## config.mk

```make
export PLATFORM = sky130hd
export DESIGN_NAME = shift_add_mul_flat
export DESIGN_NICKNAME = d
export VERILOG_FILES = /design/src/rtl/shift_add_mul_pkg.sv /design/src/rtl/shift_add_mul_if.sv /design/src/rtl/shift_add_mul_datapath.sv /design/src/rtl/shift_add_mul.sv /design/src/flat_wrapper.sv
export SDC_FILE = /design/constraint.sdc
export NUM_CORES = 1
export LEC_CHECK = 0
export BUFFER_PORTS_ARGS = -buffer_cell sky130_fd_sc_hd__buf_2
export CAP_MARGIN = 20
export CELL_PAD_IN_SITES_DETAIL_PLACEMENT = 2
export CELL_PAD_IN_SITES_GLOBAL_PLACEMENT = 2
export CORE_UTILIZATION = 25
export CTS_BUF_LIST = sky130_fd_sc_hd__clkbuf_2
export DETAILED_ROUTE_END_ITERATION = 10
export PLACE_DENSITY = 0.54
export RECOVER_POWER = 50
export SLEW_MARGIN = 5
export SYNTH_ARGS = -nofsm -noshare
export SYNTH_HDL_FRONTEND = slang
export SYNTH_HIERARCHICAL = 1
export SYNTH_SLANG_ARGS = --single-unit
```

## constraint.sdc

```tcl
create_clock -name clk -period 3.1 [get_ports clk]
set_input_delay 0.31 -clock clk [delete_from_list [all_inputs] [get_ports clk]]
set_output_delay 0.31 -clock clk [all_outputs]
set_load 0.02 [all_outputs]
```

## src/rtl/shift_add_mul_pkg.sv

```systemverilog
// Shared types for the shift-and-add multiplier: controller states and a bit-length helper.
package mul_pkg;

    typedef enum logic {
        IDLE = 1'b0,
        CALC = 1'b1
    } state_t;

    // Number of significant bits in v; bitlen(0) = 0.
    function automatic int unsigned bitlen(input logic [63:0] v);
        int unsigned n;
        n = 0;
        for (int unsigned i = 0; i < 64; i++) begin
            if (v[i]) n = i + 1;
        end
        return n;
    endfunction

endpackage

```

## src/rtl/shift_add_mul_if.sv

```systemverilog
// Start/done operand and result bundle between a controlling FSM and the multiplier.
interface shift_add_mul_if #(
    parameter int WIDTH = 16
);
    logic                 start;
    logic                 signed_mode;
    logic [WIDTH-1:0]     a;
    logic [WIDTH-1:0]     b;
    logic                 busy;
    logic                 done;
    logic [2*WIDTH-1:0]   product;

    modport master (
        output start, signed_mode, a, b,
        input  busy, done, product
    );

    modport slave (
        input  start, signed_mode, a, b,
        output busy, done, product
    );
endinterface

```

## src/rtl/shift_add_mul_datapath.sv

```systemverilog
// Shift-and-add datapath: operand magnitudes, accumulator, shifter and sign fix-up.
// One shift step per cycle while step_i; load_i wins over step_i; no backpressure.
module mul_sa_datapath
    import mul_pkg::*;
#(
    parameter int WIDTH     = 16,
    parameter bit SIGNED_EN = 1'b1
) (
    input  logic                 clk,
    input  logic                 rst_n,
    input  logic                 load_i,
    input  logic                 step_i,
    input  logic                 signed_mode_i,
    input  logic [WIDTH-1:0]     a_i,
    input  logic [WIDTH-1:0]     b_i,
    output logic                 mult_zero_o,
    output logic [2*WIDTH-1:0]   result_o
);

    logic [2*WIDTH-1:0] acc_q, acc_d;
    logic [2*WIDTH-1:0] mcand_q, mcand_d;
    logic [WIDTH-1:0]   mult_q, mult_d;
    logic               neg_q, neg_d;
    logic               signed_eff;
    logic [WIDTH-1:0]   a_mag, b_mag;

    assign signed_eff = SIGNED_EN && signed_mode_i;

    // Negating the most negative value yields 2^(WIDTH-1), correct as an unsigned magnitude.
    assign a_mag = (signed_eff && a_i[WIDTH-1]) ? -a_i : a_i;
    assign b_mag = (signed_eff && b_i[WIDTH-1]) ? -b_i : b_i;

    always_comb begin
        acc_d   = acc_q;
        mcand_d = mcand_q;
        mult_d  = mult_q;
        neg_d   = neg_q;
        if (load_i) begin
            acc_d   = '0;
            mcand_d = {{WIDTH{1'b0}}, a_mag};
            mult_d  = b_mag;
            neg_d   = signed_eff && (a_i[WIDTH-1] ^ b_i[WIDTH-1]);
        end else if (step_i) begin
            if (mult_q[0]) acc_d = acc_q + mcand_q;
            mcand_d = mcand_q << 1;
            mult_d  = mult_q >> 1;
        end
    end

    always_ff @(posedge clk or negedge rst_n) begin
        if (!rst_n) begin
            acc_q   <= '0;
            mcand_q <= '0;
            mult_q  <= '0;
            neg_q   <= 1'b0;
        end else begin
            acc_q   <= acc_d;
            mcand_q <= mcand_d;
            mult_q  <= mult_d;
            neg_q   <= neg_d;
        end
    end

    assign mult_zero_o = (mult_q == '0);
    assign result_o    = neg_q ? -acc_q : acc_q;

endmodule

```

## src/rtl/shift_add_mul.sv

```systemverilog
// Sequential shift-and-add multiplier controller; done arrives 2 + bitlen(|b|) cycles after accept.
// No backpressure: start is only sampled while idle, and is accepted in the done cycle.
module shift_add_mul
    import mul_pkg::*;
#(
    parameter int WIDTH     = 16,
    parameter bit SIGNED_EN = 1'b1
) (
    input  logic           clk,
    input  logic           rst_n,
    shift_add_mul_if.slave bus
);

    state_t             state_q, state_d;
    logic               busy_q, busy_d;
    logic               done_q, done_d;
    logic [2*WIDTH-1:0] product_q, product_d;
    logic               load;
    logic               step;
    logic               mult_zero;
    logic [2*WIDTH-1:0] result;

    mul_sa_datapath #(
        .WIDTH     (WIDTH),
        .SIGNED_EN (SIGNED_EN)
    ) u_datapath (
        .clk           (clk),
        .rst_n         (rst_n),
        .load_i        (load),
        .step_i        (step),
        .signed_mode_i (bus.signed_mode),
        .a_i           (bus.a),
        .b_i           (bus.b),
        .mult_zero_o   (mult_zero),
        .result_o      (result)
    );

    always_comb begin
        state_d   = state_q;
        busy_d    = busy_q;
        done_d    = 1'b0;
        product_d = product_q;
        load      = 1'b0;
        step      = 1'b0;
        case (state_q)
            IDLE: begin
                if (bus.start) begin
                    load    = 1'b1;
                    busy_d  = 1'b1;
                    state_d = CALC;
                end
            end
            CALC: begin
                // Multiplier exhausted: publish the result on the same edge that returns to IDLE.
                if (mult_zero) begin
                    product_d = result;
                    done_d    = 1'b1;
                    busy_d    = 1'b0;
                    state_d   = IDLE;
                end else begin
                    step = 1'b1;
                end
            end
            default: state_d = IDLE;
        endcase
    end

    always_ff @(posedge clk or negedge rst_n) begin
        if (!rst_n) begin
            state_q   <= IDLE;
            busy_q    <= 1'b0;
            done_q    <= 1'b0;
            product_q <= '0;
        end else begin
            state_q   <= state_d;
            busy_q    <= busy_d;
            done_q    <= done_d;
            product_q <= product_d;
        end
    end

    assign bus.busy    = busy_q;
    assign bus.done    = done_q;
    assign bus.product = product_q;

endmodule
```

## src/flat_wrapper.sv

```systemverilog
// flat-port wrapper written by rule: the top's interface ports become plain ports
module shift_add_mul_flat import mul_pkg::*;
#(
    parameter int WIDTH     = 16,
    parameter bit SIGNED_EN = 1'b1
)
  (clk, rst_n, bus_start, bus_signed_mode, bus_a, bus_b, bus_busy, bus_done, bus_product);
  shift_add_mul_if #(.WIDTH(WIDTH)) bus_i ();
  input  logic clk;
  input  logic rst_n;
  input wire logic [$bits(bus_i.start)-1:0] bus_start;
  input wire logic [$bits(bus_i.signed_mode)-1:0] bus_signed_mode;
  input wire logic [$bits(bus_i.a)-1:0] bus_a;
  input wire logic [$bits(bus_i.b)-1:0] bus_b;
  output wire logic [$bits(bus_i.busy)-1:0] bus_busy;
  output wire logic [$bits(bus_i.done)-1:0] bus_done;
  output wire logic [$bits(bus_i.product)-1:0] bus_product;
  assign bus_i.start = bus_start;
  assign bus_i.signed_mode = bus_signed_mode;
  assign bus_i.a = bus_a;
  assign bus_i.b = bus_b;
  assign bus_busy = bus_i.busy;
  assign bus_done = bus_i.done;
  assign bus_product = bus_i.product;
  shift_add_mul #(.WIDTH(WIDTH), .SIGNED_EN(SIGNED_EN)) u_core (.clk(clk), .rst_n(rst_n), .bus(bus_i));
endmodule
```

After elaboration in Yosys (flattened, before gate mapping)
Cells that the tools add are included.
{ "totals": {"latchBits": 0, "mem_count": 0, "out_inout_bits": 34, "mem_bits_ro": 0, "register_bits": 116, "mem_bits_rw": 0} }
{ "classes": {"n_shift": 0, "n_bitwise": 2, "add_sub_neg": 4, "div": 0, "n_reduce_logical": 9, "n_mux": 20, "multipliers": 0, "n_lt_le_gt_ge": 0, "eq_ne": 2} }
{ "op_table": {"columns": ["cell", "n"], "rows": [
  ["2-to-1 mux 32 bit", 6],
  ["2-to-1 mux 16 bit", 4],
  ["adder 32 bit", 1],
  ["negator 16 bit", 2],
  ["negator 32 bit", 1],
  ["zero test 16 bit", 1],
  ["2-to-1 mux 1 bit", 8],
  ["AND reduction 2 bit", 3],
  ["!= test 2 bit (second input constant)", 2],
  ["case mux 1 bit (2 select lines)", 2],
  ["nonzero test 2 bit", 2],
  ["logical AND 1 bit", 3],
  ["inverter 1 bit", 1],
  ["bitwise XOR 1 bit", 1]
]} }

Depth between registers and ports, before layout
{ "depth": {"depth_word": 5, "mapped_depth": 11, "mapped_depth_nobuf": 11} }

Hierarchy
Netlist, hierarchy kept.
{ "modules_own_cells": {"columns": ["module", "area_per_inst_um2", "seq_area_each_um2", "instances", "cells_per_inst"], "rows": [
  ["mul_sa_datapath", 6336.1, 2026.9, 1, 746],
  ["shift_add_mul", 1427.6, 875.8, 1, 78]
]} }

Worst setup path before layout
OpenSTA, ideal clock, no wires.
{ "synth_timing": {"path_type": "register to register", "startpoint": "register u_core.u_datapath.acc_q[4]", "endpoint": "register u_core.product_q[28], in the netlist u_core/bus.product[28]", "t_arrival_ps": 2731, "setup_slack_ps": 244, "setup_ps": 125, "stages_incl_launch_ff": 10, "cell_sequence": "dfrtp_1 -> or3_4 -> nor3_4 -> nand3_2 -> or3_4 -> or2_4 -> or4_4 -> o31ai_4 -> xnor2_1 -> mux2_4"} }
{ "synth_between": {"elab_chain_cells": 2} }
{ "synth_rtl": {"columns": ["element", "line", "rtl"], "rows": [
  ["from (decl)", "shift_add_mul_datapath.sv:20", "logic [2*WIDTH-1:0] acc_q, acc_d;"],
  ["from (signal assigned)", "shift_add_mul_datapath.sv:52", "acc_q <= '0;"],
  ["from (signal assigned)", "shift_add_mul_datapath.sv:57", "acc_q <= acc_d;"],
  ["negator 32 bit", "shift_add_mul_datapath.sv:65", "assign result_o = neg_q ? -acc_q : acc_q;"],
  ["2-to-1 mux 32 bit", "shift_add_mul_datapath.sv:65", null],
  ["named net u_core.result[28]", "shift_add_mul.sv:21", "logic [2*WIDTH-1:0] result;"],
  ["to (signal assigned)", "shift_add_mul.sv:78", "product_q <= product_d;"],
  ["to (decl)", "shift_add_mul.sv:17", "logic [2*WIDTH-1:0] product_q, product_d;"]
]} }
The timed path passes the listed nets, and every way through them passes these cells.
A chain may end at the register's enable or synchronous reset.

Final worst setup path
Same ends and word-level chain as after synthesis.

==> impl_metrics.tcl <==
set metrics [dict create \
    synth_top_area_share_pct 37.39 \
    drc_errors 0 \
    path_max_fanout 4 \
    yosysMostFrequentCell "dfrtp_1" \
    wl_per_cell_um 16.74 \
    cts_max_level 4 \
    min_from "bus_b[0]" \
    fin_nets 1030 \
    min_to "u_core/u_datapath/mult_q[0]" \
    die_area_sq_um 31760 \
    synth_cell_types 67 \
    synth_top_cell_by_area "dfrtp_1" \
    async_reset_ff_share_pct 100.0 \
    cts_tree "built" \
    worstRegToRegCells 9 \
    irDropWorstVdd_v 0.0002619 \
    rsz0062_at_grt "yes" \
    fmax_ghz 0.3326 \
    synth.top_cells.by_count "dfrtp_1 (116), nand2_1 (91), o21ai_0 (64)" \
    ff2ff_setup_slack_ns 0.09 \
    relSlewSlack_pct 11.21 \
    stdcell_count 1369 \
    post_synth.cell_area_avg_sq_um 9.422 \
    core_area_sq_um 30590 \
    ioPinCount 70 \
    antenna_found_initial 1 \
    worst_pin_slew_ns 1.332 \
    final.period_utilization_pct 96.98 \
    whs_ns 0.3765 \
    first_iter_violations 195 \
    synth-edff-count 0 \
    drtAntennaViolNets 0 \
    worstPathArrival_ns 3.65 \
    synth-seq-cells 116 \
    grt_max_degree 82 \
    cap_violations 0 \
    ys_top_cells_by_area "dfrtp_1 (37%), xnor2_1 (6.1%), mux2i_1 (5.9%), mux2_4 (5.6%), ha_1 (5.5%)" \
    clock_sinks 116 \
    required_ns 3.75 \
    first_pass_iters 4 \
    finalSetupTns_ns 0 \
    status "completed" \
    r2r_end "u_core/bus.product[28]" \
    hold_depth 4 \
    fin_worst_skew_ns 0.02858 \
    clk_pin_slew_worst_paths_ns 0.21 \
    clk_latency_ns 0.74 \
    routed_wl_um 22920 \
    vias 6576 \
    power.leakage_nw 4.467 \
    layout-drive-gt1-share_pct 19.65 \
    start_util_pct 25.38 \
    nFillCells 3473 \
    yosysWarnings 6 \
    gr-total-overflow 0 \
    seq_area_frac_synth_pct 37.39 \
    dp_cells 1289 \
    rr_startpoint "u_core/u_datapath/acc_q[4]" \
    dp_hpwl_um 17570 \
    ys.flop_type "dfrtp_1" \
    finalSetupViolCount 0 \
    hold_violations 0 \
    fin_crit_ns 3.006 \
    cts_made_buffers 17 \
    dp_slack_ns -0.02354 \
    power_mw 8.857 \
    port-buffer-count 69 \
    gp_congestion 0.7513 \
    row_count 64 \
    critPathLaunchType "flip-flop" \
    powerDensity_nw_per_um2 934.3 \
    final_max_slew_viol_count 0 \
    grt_pass1_wl_um 38420 \
    critPathKind "reg -> reg" \
    die_w_um 178.2 \
    hold_class "in -> reg" \
    setup_ws_ns 0.09359 \
    clk_path_buf_depth 2 \
    grt_pass1_vias 7056 \
    die_y_um 178.2 \
    routed_via_density 4.804 \
    syn_inst 824 \
    grt_use_total_pct 15.44 \
    cp-end-kind "flip-flop" \
    syn_to_final_growth_pct 22.10 \
    synth_fp_nets 895 \
    clockRootBuffer "clkbuf_2" \
    synthesis.area_sq_um 7764 \
]
==> power by group <==
part           internal (mW)  switching, mW
combinational           2.26           2.75
clock                  0.372          0.691
sequential              2.12          0.658
==> metrics by stage <==
| step | cell area (sq um) | utilization (%) |
|---|---|---|
| finish | 9479 | 30.99 |
| global route | 9479 | 30.99 |
| CTS | 9428 | 30.82 |
| detailed placement | 8737 | 28.56 |
| global placement | 8737 | 28.56 |
| floorplan | 7764 | - |
==> area by class of cell <==
class	instances	area (sq um)	area share [%]
tap	396	495.5	5.227
inverter	20	75.07	0.7920
sequential	116	2907	30.66
multi-input combinational	649	4682	49.39
antenna	1	2.502	0.02640
clock buffer	17	85.08	0.8976
timing repair buffer	155	1074	11.33
clock inverter	15	158.9	1.676
==> worst max path at each step <==
| stage | startpoint | endpoint | slack, ns |
|---|---|---|---|
| final | u_core/u_datapath/acc_q[4] | u_core/bus.product[28] | 0.09 |
| after global routing | u_core/u_datapath/acc_q[3] | u_core/bus.product[28] | -0.05 |
| after CTS | u_core/u_datapath/acc_q[4] | u_core/bus.product[28] | 0.06 |
| after detailed placement | u_core/u_datapath/acc_q[4] | u_core/bus.product[29] | -0.02 |
| after global placement | u_core/u_datapath/acc_q[4] | u_core/bus.product[29] | 0.05 |
| after floorplan | u_core/u_datapath/acc_q[4] | u_core/bus.product[28] | 0.24 |
==> registers in the layout, indices dropped and copies added, names as in the netlist <==
register / cells
u_core/u_datapath/acc_q: 32
u_core/state_q: 1
u_core/u_datapath/neg_q: 1
u_core/bus.busy: 1
u_core/u_datapath/mult_q: 16
u_core/u_datapath/mcand_q: 32
u_core/bus.product: 32
u_core/bus.done: 1
==> cell usage in the layout (no fill, tap or decap), types with 20 or more instances in the layout <==
master	count
dfrtp_1	113
nand2_1	91
o21ai_0	64
xnor2_1	54
buf_2	53
a21oi_1	51
mux2i_1	46
nor2_1	45
dlygate4sd3_1	44
buf_4	39
ha_1	34
mux2_4	29
nand3_1	22
clkbuf_2	20
inv_1	20
==> critical path: stages, from the launching register on <==
cell,delay [ns]
dfrtp_2,0.48
or3_4,0.41
nor3_4,0.18
nand3_2,0.13
or3_4,0.40
or2_4,0.27
or4_4,0.52
o31ai_4,0.19
xnor2_1,0.08
mux2_4,0.27
==> logic make-up (layout without fill, tap and decap cells) <==
logic type	Yosys count	in the layout	share of synthesized area (%)
compound gates	214	214	17.50
xor+xnor	69	69	7.784
flops	116	116	37.39
buf+inv	59	207	3.191
fa+ha+maj	35	35	5.737
mux	79	79	12.12
simple gates	252	252	16.28
other cells	0	1	0
==> repair_timing <==
action	CTS	global route
setup buffers	0	3
pin swaps	0	1
setup endpoints to repair	1	12
gates resized for setup	1	13
hold endpoints to repair	85	0
hold buffers	44	0
==> per-layer routing <==
layer / part of all wire, % / routed length [um] / track usage, % / vias to the layer above
met5: 0 / 0 / 0 / -
met4: 1.3 / 307 / 4.661 / 0
met3: 1.9 / 433 / 1.641 / 16
met2: 43 / 9910 / 23.90 / 76
met1: 54 / 12270 / 22.40 / 3227
li1: - / - / - / 3257
No activity file was read; power rests on OpenSTA's default activity.
